[src/rtl/div_arbiter_pkg.sv]
// Shared types and default widths for the divider arbiter slice.
package div_arb_pkg;

  localparam int NREQ_DEF    = 4;
  localparam int N_DEF       = 32;
  localparam int DIGIT_DEF   = 32;
  localparam int TIMEOUT_DEF = 127;

  typedef enum logic [1:0] {
    S_IDLE  = 2'd0,
    S_ISSUE = 2'd1,
    S_WAIT  = 2'd2,
    S_RESP  = 2'd3
  } state_t;

  typedef enum logic [1:0] {
    ST_OK      = 2'd0,
    ST_DBZ     = 2'd1,
    ST_TIMEOUT = 2'd2
  } status_t;

endpackage

[src/rtl/div_arbiter_rr_pick.sv]
// Combinational round-robin picker: first set request at or after ptr, wrapping.
module rr_pick #(
  parameter int NREQ = 4,
  parameter int IDW  = $clog2(NREQ)
) (
  input  logic [NREQ-1:0] req,
  input  logic [IDW-1:0]  ptr,
  output logic [NREQ-1:0] gnt,
  output logic [IDW-1:0]  idx,
  output logic            any
);

  logic [IDW-1:0] cand [NREQ];

  always_comb begin
    for (int i = 0; i < NREQ; i++) begin
      cand[i] = IDW'((int'(ptr) + i) % NREQ);
    end
  end

  always_comb begin
    gnt = '0;
    idx = '0;
    any = 1'b0;
    for (int i = 0; i < NREQ; i++) begin
      if (!any && req[cand[i]]) begin
        any = 1'b1;
        idx = cand[i];
      end
    end
    if (any) gnt[idx] = 1'b1;
  end

endmodule

[src/rtl/div_arbiter.sv]
// Round-robin front-end for one shared iterative divider, with local
// divide-by-zero trap and a WAIT watchdog.
//
//   state   | meaning
//   S_IDLE  | pick a requester, latch operands (DBZ goes straight to S_RESP)
//   S_ISSUE | one-cycle start pulse to the divider, clear watchdog
//   S_WAIT  | wait for done or watchdog expiry
//   S_RESP  | hold response until rsp_ready_i, then advance pointer
module div_arbiter
  import div_arb_pkg::*;
#(
  parameter int NREQ    = NREQ_DEF,
  parameter int N       = N_DEF,
  parameter int DIGIT   = DIGIT_DEF,
  parameter int TIMEOUT = TIMEOUT_DEF,
  parameter int IDW     = $clog2(NREQ)
) (
  input  logic                      clk_i,
  input  logic                      rst_i,
  input  logic [NREQ-1:0]           req_valid_i,
  output logic [NREQ-1:0]           req_ready_o,
  input  logic [NREQ-1:0][N-1:0]    req_dividend_i,
  input  logic [NREQ-1:0][N-1:0]    req_divisor_i,
  output logic                      div_start_o,
  output logic [N-1:0]              div_dividend_o,
  output logic [N-1:0]              div_divisor_o,
  input  logic                      div_done_i,
  input  logic [N+DIGIT-1:0]        div_quot_i,
  output logic                      rsp_valid_o,
  input  logic                      rsp_ready_i,
  output logic [IDW-1:0]            rsp_id_o,
  output logic [N+DIGIT-1:0]        rsp_quot_o,
  output logic [1:0]                rsp_status_o
);

  localparam int QW  = N + DIGIT;
  localparam int WDW = $clog2(TIMEOUT + 1);
  // Count seen in the last allowed WAIT cycle; expiry here gives exactly TIMEOUT WAIT cycles.
  localparam logic [WDW-1:0] WD_LAST = WDW'(TIMEOUT - 1);

  state_t          state, state_n;
  logic [IDW-1:0]  ptr, ptr_n;
  logic [IDW-1:0]  gid, gid_n;
  logic [N-1:0]    opa, opa_n;
  logic [N-1:0]    opb, opb_n;
  logic [QW-1:0]   quot, quot_n;
  status_t         status, status_n;
  logic [WDW-1:0]  wdog, wdog_n;

  logic [NREQ-1:0] pick_gnt;
  logic [IDW-1:0]  pick_idx;
  logic            pick_any;

  rr_pick #(.NREQ(NREQ), .IDW(IDW)) u_pick (
    .req (req_valid_i),
    .ptr (ptr),
    .gnt (pick_gnt),
    .idx (pick_idx),
    .any (pick_any)
  );

  assign req_ready_o    = (state == S_IDLE) ? pick_gnt : '0;
  assign div_start_o    = (state == S_ISSUE);
  assign div_dividend_o = opa;
  assign div_divisor_o  = opb;
  assign rsp_valid_o    = (state == S_RESP);
  assign rsp_id_o       = gid;
  assign rsp_quot_o     = quot;
  assign rsp_status_o   = status;

  always_comb begin
    state_n  = state;
    ptr_n    = ptr;
    gid_n    = gid;
    opa_n    = opa;
    opb_n    = opb;
    quot_n   = quot;
    status_n = status;
    wdog_n   = wdog;
    case (state)
      S_IDLE: begin
        if (pick_any) begin
          gid_n = pick_idx;
          opa_n = req_dividend_i[pick_idx];
          opb_n = req_divisor_i[pick_idx];
          if (req_divisor_i[pick_idx] == '0) begin
            quot_n   = '1;
            status_n = ST_DBZ;
            state_n  = S_RESP;
          end else begin
            state_n = S_ISSUE;
          end
        end
      end
      S_ISSUE: begin
        wdog_n  = '0;
        state_n = S_WAIT;
      end
      S_WAIT: begin
        wdog_n = wdog + WDW'(1);
        if (div_done_i) begin
          quot_n   = div_quot_i;
          status_n = ST_OK;
          state_n  = S_RESP;
        end else if (wdog == WD_LAST) begin
          quot_n   = '0;
          status_n = ST_TIMEOUT;
          state_n  = S_RESP;
        end
      end
      S_RESP: begin
        if (rsp_ready_i) begin
          ptr_n   = (gid == IDW'(NREQ - 1)) ? '0 : gid + IDW'(1);
          state_n = S_IDLE;
        end
      end
      default: state_n = S_IDLE;
    endcase
  end

  always_ff @(posedge clk_i) begin
    if (rst_i) begin
      state  <= S_IDLE;
      ptr    <= '0;
      gid    <= '0;
      opa    <= '0;
      opb    <= '0;
      quot   <= '0;
      status <= ST_OK;
      wdog   <= '0;
    end else begin
      state  <= state_n;
      ptr    <= ptr_n;
      gid    <= gid_n;
      opa    <= opa_n;
      opb    <= opb_n;
      quot   <= quot_n;
      status <= status_n;
      wdog   <= wdog_n;
    end
  end

endmodule

[config.mk]
export PLATFORM = sky130hd
export DESIGN_NAME = div_arbiter
export DESIGN_NICKNAME = d
export VERILOG_FILES = /design/src/rtl/div_arbiter_pkg.sv /design/src/rtl/div_arbiter_rr_pick.sv /design/src/rtl/div_arbiter.sv
export SDC_FILE = /design/constraint.sdc
export NUM_CORES = 1
export LEC_CHECK = 0
export CAP_MARGIN = 20
export CORE_AREA = 2 2 183 185
export DETAILED_ROUTE_END_ITERATION = 12
export DIE_AREA = 0 0 185 187
export PLACE_DENSITY = 0.67
export SYNTH_ARGS = -nofsm -noshare
export SYNTH_HDL_FRONTEND = slang
export SYNTH_SLANG_ARGS = --single-unit
[constraint.sdc]
create_clock -name clk_i -period 3.65 [get_ports clk_i]
set_clock_uncertainty 0.05 [all_clocks]
set_input_delay 0.365 -clock clk_i [delete_from_list [all_inputs] [get_ports clk_i]]
set_output_delay 0.365 -clock clk_i [all_outputs]
set_load 0.05 [all_outputs]
**After elaboration in Yosys (flattened, before gate mapping)**

Index checks and enable logic that the tools add are counted.

- Flip-flop bits (word level): 143
- Input port bits: 328
- Output and inout port bits: 138
- Word-level logic and storage cells: 85

- Add/subtract/negate cells: 5
- $lt $le $gt $ge: 6
- Equal/unequal tests: 9
- Multiplexer cells: 42
- Reduce and logical (&&, ||, !) cells: 15

Operators with widths:

| operator | number |
|---|---|
| $mux 64 | 4 |
| $bmux 32 s2 | 2 |
| $pmux 64 s2 | 1 |
| $mux 32 | 2 |
| $logic_not 32->1 | 1 |
| $mux 2 | 14 |
| $lt 2x3->1 const B | 5 |
| $pmux 7 s2 | 1 |
| $mux 1 | 9 |
| $bmux 1 s2 | 4 |
| $mux 4 | 2 |
| $pmux 2 s4 | 1 |
| $add 7x1->7 const B | 1 |
| $eq 7x7->1 const B | 1 |
| $eq 2x2->1 const B | 3 |
| $add 2x1->2 const B | 2 |
| $add 2x2->2 const B | 2 |
| $logic_and 1x1->1 | 4 |
| $ne 2x1->1 const B | 2 |
| $pmux 2 s2 | 1 |
| $reduce_and 2->1 | 2 |
| $reduce_and 4->1 | 1 |
| $reduce_bool 2->1 | 2 |
| $logic_not 1->1 | 3 |
| other kinds (7) | 7 |

**Longest topological paths before layout**

- Word-level depth: 18
- Depth in mapped cells: 15

**Cells and area by module**

From an unflattened synthesis, not the netlist that was laid out.

- Cell total of the unflattened synthesis: 778
- Area total of the unflattened synthesis: 7,163.1 sq um

By module, submodules not included:

| module | instances | cells an instance | area an instance (sq um) | sequential area each (sq um) |
|---|---|---|---|---|
| div_arbiter | 1 | 746 | 6,980.4 | 2,862.7 |
| rr_pick | 1 | 32 | 182.7 | 0.0 |

**Least setup slack after synthesis**

No wires, ideal clock.

- Path type: input -> output
- From: input req_valid_i[2]
- To: output req_ready_o[1]
- Arrival: 2.928 ns
- Data required time: 3.235 ns
- Setup slack: 0.307 ns
- Stages on the path: 11
- Path buffers: 6
- Cells stage by stage: nor2b_1 buf_6 or4b_1 buf_4 buf_6 buf_6 nand2_1 clkbuf_1 buf_1 nand2_1 nor2_1

- Word-level cells in the longest chain between the ends: 18
- Elaborated cells on any way between the ends: 29
- Classes of those cells: 2 x order compare; 20 x mux; 7 x reduce/logical

Ends and longest elaborated chain:

| item | RTL line | source |
|---|---|---|
| start, declared | div_arbiter.sv:20 | `input logic [NREQ-1:0] req_valid_i,` |
| $bmux 1 s2 | div_arbiter_rr_pick.sv:26 | `if (!any && req[cand[i]]) begin` |
| $mux 1 (implied by the code) | div_arbiter_rr_pick.sv:26 |  |
| $mux 1 | div_arbiter_rr_pick.sv:26 |  |
| $logic_not 1->1 | div_arbiter_rr_pick.sv:26 |  |
| $logic_and 1x1->1 | div_arbiter_rr_pick.sv:26 |  |
| $mux 1 | div_arbiter_rr_pick.sv:26 |  |
| $logic_not 1->1 | div_arbiter_rr_pick.sv:26 |  |
| $logic_and 1x1->1 | div_arbiter_rr_pick.sv:26 |  |
| [... 2 more ...] | n/a |  |
| $logic_and 1x1->1 | div_arbiter_rr_pick.sv:26 |  |
| $mux 2 | div_arbiter_rr_pick.sv:26 |  |
| $lt 2x3->1 (implied by the code) / $ge 2x1->1 (equally long branches) | div_arbiter_rr_pick.sv:31 | `if (any) gnt[idx] = 1'b1;` |
| $logic_and 1x1->1 (implied by the code) | div_arbiter_rr_pick.sv:31 |  |
| $mux 1 (implied by the code) | div_arbiter_rr_pick.sv:31 |  |
| $demux 1 s2 | n/a |  |
| $mux 4 (*) | div_arbiter_rr_pick.sv:31 |  |
| $mux 4 (*) | div_arbiter.sv:62 | `assign req_ready_o = (state == S_IDLE) ? pick_gnt : '0;` |
| end, declared | div_arbiter.sv:21 | `output logic [NREQ-1:0] req_ready_o,` |

Mark *: on every way between the ends. The rest lies on a longest branch, timed or not. The select of a mux whose other input is x is not followed.

**Worst setup path in the final report**

- From: input req_valid_i[2]
- To: register quot[2] (netlist: rsp_quot_o[2])

- Word-level cells in the longest chain between the ends: 17
- Elaborated cells on any way between the ends: 28
- Classes of those cells: 2 x eq/ne; 18 x mux; 8 x reduce/logical

Ends and longest elaborated chain:

| item | RTL line | source |
|---|---|---|
| $bmux 1 s2 | div_arbiter_rr_pick.sv:26 |  |
| $mux 1 (implied by the code) | div_arbiter_rr_pick.sv:26 |  |
| $mux 1 | div_arbiter_rr_pick.sv:26 |  |
| $logic_not 1->1 | div_arbiter_rr_pick.sv:26 |  |
| $logic_and 1x1->1 | div_arbiter_rr_pick.sv:26 |  |
| $mux 1 | div_arbiter_rr_pick.sv:26 |  |
| $logic_not 1->1 | div_arbiter_rr_pick.sv:26 |  |
| $logic_and 1x1->1 | div_arbiter_rr_pick.sv:26 |  |
| $mux 1 | div_arbiter_rr_pick.sv:26 |  |
| $logic_not 1->1 | div_arbiter_rr_pick.sv:26 |  |
| $logic_and 1x1->1 | div_arbiter_rr_pick.sv:26 |  |
| $mux 2 | div_arbiter_rr_pick.sv:26 |  |
| $bmux 32 s2 | div_arbiter.sv:86 | `if (req_divisor_i[pick_idx] == '0) begin` |
| $mux 32 (implied by the code) | div_arbiter.sv:86 |  |
| $logic_not 32->1 | div_arbiter.sv:86 |  |
| $ne 2x1->1 (no source line) | n/a |  |
| $reduce_and 4->1 (no source line) (*) | n/a |  |
| end signal, assigned | div_arbiter.sv:137 | `quot <= quot_n;` |
| end, declared | div_arbiter.sv:46 | `logic [QW-1:0] quot, quot_n;` |

Marks and branches as above.
A chain may end at the register's enable or synchronous reset.

==> impl_metrics.yaml <==
drt:
  vias: 10864
  wl_per_cell_um: 18.9
  final_antenna_net_count: 0
  wl_um: 40000
  drtIter0Drc: 857
  route.detailed.drc: 0
  vias_per_cell: 5.13
  firstDrtPassIters: 5
clock_tree:
  clk_path_buf_depth: 2
  cts_root_buf: "clkbuf_16"
  holdBufCountCts: 0
  clk_pin_slew_worst_paths_ns: 0.06
  cts_made_buffers: 17
  cts_tree: "done"
  insertion_delay_ns: 0.41
  cts_sinks: 143
  h-tree-depth: 4
floorplanning:
  die_w_um: 185
  initial_core_util: 0.277
  row_count: 67
  dieArea_um2: 34600
  die_h_um: 187
  core_area_um2: 32900
  ios: 466
grt:
  grt_pass1_vias: 10189
  gr-total-overflow: 0
  grt_pass1_wl_um: 58600
  gr-usage-met1: 0.285
  grt-busiest-layer: "met2"
  use_met2: 0.353
  grt_max_degree: 72
  met3_usage: 0.0456
  antenna_found_initial: 0
  grt_usage: 0.216
place:
  portBuffers: 465
  gp_congestion: 0.930
  hpwl_um: 29700
  dp.cells: 2079
  place_area_um2: 14500
worst_setup_path:
  crit_start: "req_valid_i[2]"
  reg2reg_to: "rsp_quot_o[2]"
  cp.arrival_ns: 3.74
  cp-endpoint: "rsp_quot_o[2]"
  crit_chain: "clkdlybuf4s50_1, nor2b_2, or4b_4, buf_4, clkbuf_16, a21bo_2, a32oi_1, nor4_1, buf_4, nand4_4, o21ai_4, o211ai_4, clkbuf_16, a221oi_2"
  crit_fanout: 26
  start_kind: "primary input"
  critPathCaptureType: "flop"
  critPathTopFamily: "buffers and inverters"
  crit_type: "in -> reg"
  critPathSlowestCell: "or4b_4"
  rr_startpoint: "ptr[0]"
  rr_worst_depth: 13
  critPathBufInv: 5
  crit_cells: 14
  critical_path_required_ns: 3.85
  critPathMaxStageDelay_ns: 0.59
  reg2reg_slack_ns: 0.14
finish:
  nNetsFinal: 1994
  fin_area_um2: 15400
  layout_common_cells: "clkdlybuf4s50_1, nand2_1, nand3_1"
  diodes: 0
  areaGrowthSynthToFinish_pct: 69.1
  final_common_cell: "clkdlybuf4s50_1"
  fin_cells: 2118
  drive_gt1_frac: 0.150
timing:
  setup-violations-final: 0
  maxSlewHeadroom: 0.469
  fin_hold_ws_ns: 0.404
  max_freq_mhz: 283
  slew_viol_final: 0
  setup_tns_ns: 0
  tightest_slew_ns: 0.796
  hold_violations: 0
  min_period_ns: 3.54
  fin_crit_sh: 0.969
power_and_ir_drop:
  powerDensity_nw_per_um2: 715
  p_leak_nw: 5.75
  peakVddDrop_uv: 360
synthesis:
  netlist.area_leader.share: 0.315
  syn_nets: 1555
  synth_edf_count: 0
  syn_avg_cell_area_um2: 7.45
  yosysTopAreaCell: "dfxtp_1"
  synthTopCellsByArea: "dfxtp_1, nand2_1, a221oi_2"
  ys_async_sr_fraction: 0
  ys_types: 45
  netlist_instances: 1219
  syn_area_um2: 9090
  yosysSeqAreaShare: 0.315
  yosysWarningCount: 0
  synthFlopType: "dfxtp_1"
  ys_ff_latch: 143
worst_hold_path:
  hp-class: "reg -> reg"
flow_run:
  cap_violations: 0
status:
  outcome: "finished, final reports clean"
==> tightest hold or removal path, delay by kind of cell (launching register included) <==
family          cells  cell delay (ns)
compound gates      1             0.05
simple gates        1             0.05
flops               1             0.31
==> sequential cells by signal (all words and copies together), names as in the netlist <==
register / flops
state: 2
div_divisor_o: 32
ptr: 2
rsp_quot_o: 64
rsp_id_o: 2
wdog: 7
div_dividend_o: 32
rsp_status_o: 2
==> power by group <==
part,total [mW],switching [mW],internal [mW]
Sequential,2.52,0.356,2.16
Clock,1.72,0.761,0.961
Combinational,6.75,4.21,2.54
Total,11.0,5.33,5.66
==> cell type report <==
class / count / area, um2
Fill cell: 3249 / 17500
Timing Repair Buffer: 551 / 5660
Multi-Input combinational cell: 875 / 5450
Sequential cell: 143 / 2870
Tap cell: 448 / 561
Clock buffer: 17 / 425
Inverter: 70 / 263
Clock inverter: 14 / 146
==> cell usage after synthesis, types with 2 or more instances <==
master and count:
buf_2 14, nand4_2 2, dfxtp_1 143, buf_6 19, a211oi_1 2, a21bo_1 3
nand3_1 160, nand2_1 335, nor3b_1 32, xor2_1 3, nor4_2 3, buf_4 2
nand2b_1 3, a221oi_2 60, nor3_1 5, ha_1 8, a31oi_1 3, nor2_1 11
a21oi_1 75, o21ai_0 4, o21a_1 2, buf_1 15, nand3_2 3, nand3b_1 2
nor2b_1 5, and2_1 2, clkbuf_1 81, or3_1 2, nand4_1 3, a21bo_2 30
inv_1 70, a221oi_1 36, a32oi_1 32, nor4_1 38
==> routing by layer <==
metal | vias up | wire (um)
met2 | 493 | 18700
met1 | 5110 | 17100
met5 | - | 0
met3 | 64 | 3180
met4 | 0 | 1100
li1 | 5197 | -
==> repair_timing <==
item                                   in CTS  in global routing
setup endpoints to repair                  64                 67
endpoints found under the hold margin       0                  0
gates cloned                                0                  7
buffers inserted                            0                  1
gates resized for setup                     3                 23
pin swaps                                   0                  4
==> worst min path at each step <==
stage / cells after the start / from / slack [ns] / endpoint
after detailed placement: 2 / div_dividend_o[15] / 0.40 / div_dividend_o[15]
after floorplan: 2 / wdog[5] / 0.41 / wdog[5]
after CTS: 2 / div_dividend_o[15] / 0.41 / div_dividend_o[15]
final: 2 / div_dividend_o[27] / 0.40 / div_dividend_o[27]
after global placement: 2 / div_dividend_o[26] / 0.39 / div_dividend_o[26]
after global routing: 2 / rsp_quot_o[34] / 0.42 / rsp_quot_o[34]
==> kinds of logic after synthesis <==
group	Yosys count	synth area share
AOI/OAI and AO/OA	253	0.257
xor gates and xnor gates	3	0.00289
adders and majority gates	8	0.0110
buffers and inverters	201	0.101
DFF	143	0.315
muxes	1	0.00110
and+or+nand+nor	610	0.312
==> per-stage QoR <==
step                total power [mW]   util  worst slack (ns)
detailed placement              9.00  0.441            -0.548
floorplan                       6.68      -             0.307
global route                    11.5  0.468          -0.00569
CTS                             10.8  0.459            0.0336
global placement                8.91  0.441            -0.489
finish                          11.0  0.468             0.111
Note: power is estimated with default switching activity, not from simulation.
